### src/rtl/if_id_queue.sv
// Instruction queue between fetch and decode: in-order {instruction, address}
// entries with valid/ready on both sides and a flush that discards everything.
module if_id_queue #(
  parameter int unsigned DEPTH    = 2,
  parameter logic [31:0] NOP_INSN = 32'h00000013
) (
  input  logic                       clk,
  input  logic                       reset,
  input  logic                       in_valid,
  output logic                       in_ready,
  input  logic [31:0]                in_instruction,
  input  logic [63:0]                in_address,
  input  logic                       flush,
  output logic                       out_valid,
  input  logic                       out_ready,
  output logic [31:0]                out_instruction,
  output logic [63:0]                out_address,
  output logic [$clog2(DEPTH):0]     count
);

  localparam int unsigned PW = (DEPTH > 1) ? $clog2(DEPTH) : 1;
  localparam int unsigned CW = $clog2(DEPTH) + 1;
  localparam int unsigned IW = 32;
  localparam int unsigned AW = 64;

  logic [IW-1:0] insn_mem [DEPTH];
  logic [AW-1:0] addr_mem [DEPTH];

  logic [PW-1:0] rd_ptr_q, rd_ptr_d;
  logic [PW-1:0] wr_ptr_q, wr_ptr_d;
  logic [CW-1:0] count_q,  count_d;

  logic full_c;
  logic empty_c;
  logic push_c;
  logic pop_c;

  // Flags depend on registered occupancy only, so in_ready never sees out_ready.
  always_comb begin
    full_c  = (count_q == CW'(DEPTH));
    empty_c = (count_q == '0);
    push_c  = in_valid & ~full_c & ~flush;
    pop_c   = ~empty_c & out_ready & ~flush;
  end

  // Pointer and occupancy next-state; flush overrides any handshake.
  always_comb begin
    rd_ptr_d = rd_ptr_q;
    wr_ptr_d = wr_ptr_q;
    count_d  = count_q;
    if (flush) begin
      rd_ptr_d = '0;
      wr_ptr_d = '0;
      count_d  = '0;
    end else begin
      if (push_c) begin
        wr_ptr_d = PW'(wr_ptr_q + PW'(1));
      end
      if (pop_c) begin
        rd_ptr_d = PW'(rd_ptr_q + PW'(1));
      end
      case ({push_c, pop_c})
        2'b10:   count_d = CW'(count_q + CW'(1));
        2'b01:   count_d = CW'(count_q - CW'(1));
        default: count_d = count_q;
      endcase
    end
  end

  always_ff @(posedge clk or posedge reset) begin
    if (reset) begin
      rd_ptr_q <= '0;
      wr_ptr_q <= '0;
      count_q  <= '0;
    end else begin
      rd_ptr_q <= rd_ptr_d;
      wr_ptr_q <= wr_ptr_d;
      count_q  <= count_d;
    end
  end

  // Payload storage carries no reset; only occupancy decides what is visible.
  always_ff @(posedge clk) begin
    if (push_c) begin
      insn_mem[wr_ptr_q] <= in_instruction;
      addr_mem[wr_ptr_q] <= in_address;
    end
  end

  always_comb begin
    in_ready        = ~full_c;
    out_valid       = ~empty_c;
    count           = count_q;
    out_instruction = NOP_INSN;
    out_address     = '0;
    if (!empty_c) begin
      out_instruction = insn_mem[rd_ptr_q];
      out_address     = addr_mem[rd_ptr_q];
    end
  end

endmodule

### config.mk
export PLATFORM = sky130hd
export DESIGN_NAME = if_id_queue
export DESIGN_NICKNAME = d
export VERILOG_FILES = /design/src/rtl/if_id_queue.sv
export SDC_FILE = /design/constraint.sdc
export NUM_CORES = 1
export LEC_CHECK = 0
export BUFFER_PORTS_ARGS = -buffer_cell sky130_fd_sc_hd__buf_2
export CAP_MARGIN = 40
export CORE_MARGIN = 4
export CORE_UTILIZATION = 33
export CTS_CLUSTER_SIZE = 8
export DETAILED_ROUTE_END_ITERATION = 8
export GPL_TIMING_DRIVEN = 0
export PLACE_DENSITY = 0.63
export SYNTH_ARGS = -nofsm -noshare
export SYNTH_HDL_FRONTEND = slang
export SYNTH_SLANG_ARGS = --single-unit
### constraint.sdc
create_clock -name clk -period 11.7 [get_ports clk]
set_input_delay 2.34 -clock clk [delete_from_list [all_inputs] [get_ports clk]]
set_output_delay 2.34 -clock clk [all_outputs]
set_load 0.01 [all_outputs]
; Word level (Yosys, flattened, before mapping)
; Memories as Yosys holds them, arrays and structs flattened.
; Cells that the tools add are included.
[totals]
wordCells = 33
n_memories = 2
output_inout_bits = 100
inputBits = 101
register_bits = 4
ramBits = 192
[classes]
eq_ne = 3
muxes = 10
addsub = 4
bitwise = 7
reduce_logical = 4
[mem_list]
columns = name, depth, word_bits, read_ports, rd_clocked_by_memory_dff, wr, line_no
row1 = addr_mem, 2, 64, 1, 0, 1, 27  ; logic [AW-1:0] addr_mem [DEPTH];
row2 = insn_mem, 2, 32, 1, 0, 1, 26  ; logic [IW-1:0] insn_mem [DEPTH];
[ops]
columns = op, count
row1 = $mux W64, 1
row2 = $mux W32, 1
row3 = $mux W1, 6
row4 = $and A1 B1 Y1, 4
row5 = $eq A2 B2 Y1 const B, 2
row6 = $pmux W2 S2, 1
row7 = $reduce_bool A2 Y1, 2
row8 = $not A1 Y1, 3
row9 = $reduce_bool A3 Y1, 1
row10 = $add A1 B1 Y1 const B, 2
row11 = $add A2 B1 Y2 const B, 1
row12 = $eq A2 B1 Y1 const B, 1
row13 = $logic_not A2 Y1, 1
row14 = $mux W2, 1
row15 = $sub A2 B1 Y2 const B, 1

; Logic depth before layout (Yosys ltp)
[depth]
ltp_word = 7
depth_mapped = 5
depth_no_buf = 4

; Worst setup path before layout
; Ideal clock, no wire load.
[synth_timing]
kind = input to register
start = input in_valid
end = memory addr_mem[1][0], enable pin
arrival_ns = 9.356
setup_slack_ns = 1.654
stages = 2
required_time_ns = 11.010
setup_time_ns = 0.690
path_buffers = 0
path_cell_list = nand2_1 nor3b_1
[synth_via]
elab_chain_cells = 4
[synth_lines]
columns = element, line_no
row1 = start: declaration, 9  ; input logic in_valid,
row2 = $and A1 B1 Y1 (2 in a row), 42  ; push_c = in_valid & ~full_c & ~flush;
row3 = $mux W1, 84  ; if (push_c) begin
row4 = $mux W1 (implied by the code), 86  ; addr_mem[wr_ptr_q] <= in_address;
row5 = end: declaration, 27
; Every way passes these cells.

; Worst setup path after layout
[layout_timing]
start = register count_q[0], in the netlist count[0]
end = output out_address[14]
[layout_via]
elab_chain_cells = 2
[layout_lines]
columns = element, line_no
row1 = start: declaration, 31  ; logic [CW-1:0] count_q, count_d;
row2 = start signal: assignment, 78  ; count_q <= count_d;
row3 = $logic_not A2 Y1, 41  ; empty_c = (count_q == '0);
row4 = $mux W64, 96  ; if (!empty_c) begin
row5 = end: declaration, 17  ; output logic [63:0] out_address,
; Every way passes these cells.

==> qor.yml <==
status:
  outcome: "finished clean"
worst_setup_path:
  cpMaxStageDelayCell: "dfrtp_1"
  cp_max_fo: 10
  path_class: "flip-flop to output port"
  crit_top_cell: "buf_2"
  crit_arrival_ns: 2.03
  r2r_start: "count[1]$_DFFE_PP0P_"
  crit_required_ns: 9.36
  cp-start-kind: "flip-flop"
  crit_chain: "nor2_2 -> buf_2 -> buf_2 -> nor2_1 -> buf_2"
  worst_setup_path_end_kind: "output port"
  reg2reg_depth: 8
  reg2reg_to: "addr_mem[0][26]$_DFFE_PP_"
  cpPeakStageDelay_ns: 0.46
  reg2reg_slack_ns: 9.06
route:
  m1WireLength_microns: 6800
  vias: 4313
  routedWlPerCell_microns: 16.3
  drtIter0Drc: 201
  route.met2.wl_microns: 7850
  avgViaCountPerCell: 4.46
  dr.pass1.iters: 4
  wl_met3_microns: 978
  antenna_left: 0
  remaining_drc_errors: 0
  wl_microns: 15800
  top_layer: "met4"
sta:
  max_freq_mhz: 229
  hold_viol: 0
  finalSetupTns_ns: 0
  grt_setup_unrepaired: "false"
  timing.final.crit_share_pct: 37.3
  worstMarginPinSlew_ns: 0.771
  setup_viol: 0
  slew_viol_final: 0
  fin_skew_ns: 0.00746
  layout_min_cycle_time_ns: 4.37
  slew_headroom_pct: 48.3
clocking:
  cts_resized: 0
  path_clk_slew_ns: 0.07
  ctsHoldBuffers: 0
  h-tree-depth: 4
  numCtsBuffers: 17
  tritoncts: "built"
  clk_latency_ns: 0.42
  root_buffer: "clkbuf_16"
  cts_setup_buffers: 0
  cts_sinks: 196
  clock_path_buffers: 2
power:
  finalPower_w: 0.00152
  peakVddDrop_uv: 86.8
  power_density_nw_per_um2: 158
  p_leak_nw: 3.68
global_routing:
  grt_pass1_wl_microns: 23600
  grt_pass1_vias: 4375
  grt_max_degree: 19
  grt-ovfl-total: 0
  antenna_found_initial: 0
  grt_use_total_pct: 12.4
synthesis:
  synthArstFlopShare_pct: 2.04
  synth_area_sq_um: 7460
  synth-main-ff-cell: "edfxtp_1"
  yosys-top-cells-area: "edfxtp_1, mux2i_1, nor2_1, dfrtp_1, buf_2"
  postSynthCellCount: 433
  ys_seq_area_share_pct: 78.6
  syn-num-nets: 534
  yosys.area.top_type: "edfxtp_1"
  synth-edff-count: 192
  synth_top_area_share_pct: 77.2
  ys_types: 24
  syn_avg_cell_area_sq_um: 17.2
  ys_warn_count: 0
  synth-seq-cells: 196
  synth_common_cells: "edfxtp_1, mux2i_1, nor2_1"
  synth.most_common_cell: "edfxtp_1"
die:
  dieArea_sq_um: 25100
  rows: 54
  start_util_pct: 33.9
  die_w_microns: 158
  core_sq_um: 22000
  ioPinCount: 201
  die_h_microns: 158
worst_hold_path:
  hp-start: "wr_ptr_q$_DFFE_PP0P_"
  hold_end: "wr_ptr_q$_DFFE_PP0P_"
  hold_depth: 2
  hold_path.class: "flip-flop to flip-flop"
job:
  drv_cap: 0
placement:
  dp_hpwl_microns: 11500
  io_buffers: 200
  gp_congestion: 0.741
  place_area_sq_um: 9060
final_layout:
  area_delta_synth_final_pct: 28.7
  nFillCells: 2041
  fin_area_sq_um: 9610
  nets: 776
  drive_gt1_share_pct: 40.3
how the worst max path moves through the flow:
stage                          from                        end  depth (start not counted)
6_report       count[0]$_DFFE_PP0P_            out_address[14]                          5
2_1_floorplan              in_valid   addr_mem[1][0]$_DFFE_PP_                          2
3_3_place_gp               in_valid  addr_mem[1][20]$_DFFE_PP_                          3
4_1_cts        count[0]$_DFFE_PP0P_        out_instruction[12]                          5
3_5_place_dp               in_valid  addr_mem[0][18]$_DFFE_PP_                          7
5_1_grt        count[0]$_DFFE_PP0P_            out_address[47]                          5
worst max-delay path: cells and delay by family (launching register included):
kind                   cells  cell delay (ns)
DFF                        1             0.46
and+or+nand+nor            2             0.32
buffers and inverters      3             0.81
logic make-up (layout without fill, tap and decap cells):
logic type	Yosys count	in the layout	share of synthesized area, %
flip-flops	196	196	78.6
AND/OR/NAND/NOR	106	106	5.67
multiplexers	97	97	13.0
buffers and inverters	25	279	2.03
AO/OA/AOI/OAI	8	8	0.604
XOR/XNOR	1	1	0.117
other	0	1	0
cells in the final DEF (no fill, tap or decap), drive strengths merged, types with 2 or more instances in the layout:
cell type / synthesis / layout
mux2i: 97 / 97
clkbuf: 1 / 18
edfxtp: 192 / 192
nand2: 4 / 4
o21ai: 2 / 2
a21oi: 4 / 4
clkinvlp: 0 / 2
inv: 4 / 11
dfrtp: 4 / 4
nor2: 95 / 95
buf: 20 / 243
clkinv: 0 / 5
nor3b: 2 / 2
sequential cells by signal, summed over array words and instances (netlist names):
name      count
addr_mem    128
insn_mem     64
count         2
wr_ptr_q      1
rd_ptr_q      1
where the power goes:
part           internal (W)  switching, W
logic             0.0000712     0.0000965
clock network      0.000278      0.000270
registers          0.000799    0.00000593
metrics by stage:
| stage | cells | setup WS, ns | util (%) | hold slack (ns) |
|---|---|---|---|---|
| after floorplan | 433 | 1.65 | - | 0.530 |
| after global placement | 913 | -3.15 | 40.0 | 0.555 |
| after detailed placement | 936 | 7.23 | 41.1 | 0.587 |
| after CTS | 967 | 7.24 | 43.6 | 0.601 |
| after global routing | 967 | 7.14 | 43.6 | 0.652 |
| final | 968 | 7.33 | 43.6 | 0.590 |
layer usage:
| layer | vias to the layer above | track usage [%] |
|---|---|---|
| li1 | 2084 | - |
| met1 | 2079 | 15.5 |
| met3 | 11 | 4.05 |
| met4 | 0 | 3.29 |
| met2 | 139 | 21.0 |
| met5 | - | 0 |
area by class of cell:
type / count / area (sq um) / share of cell area, %
Antenna cell: 1 / 2.50 / 0.0261
Inverter: 4 / 15.0 / 0.156
Buffer: 21 / 136 / 1.42
Clock inverter: 14 / 119 / 1.24
Timing Repair Buffer: 223 / 1230 / 12.8
Multi-Input combinational cell: 212 / 1460 / 15.2
Sequential cell: 196 / 5870 / 61.1
Tap cell: 280 / 350 / 3.65
Clock buffer: 17 / 425 / 4.43
No activity file was read; power rests on OpenSTA's default activity.
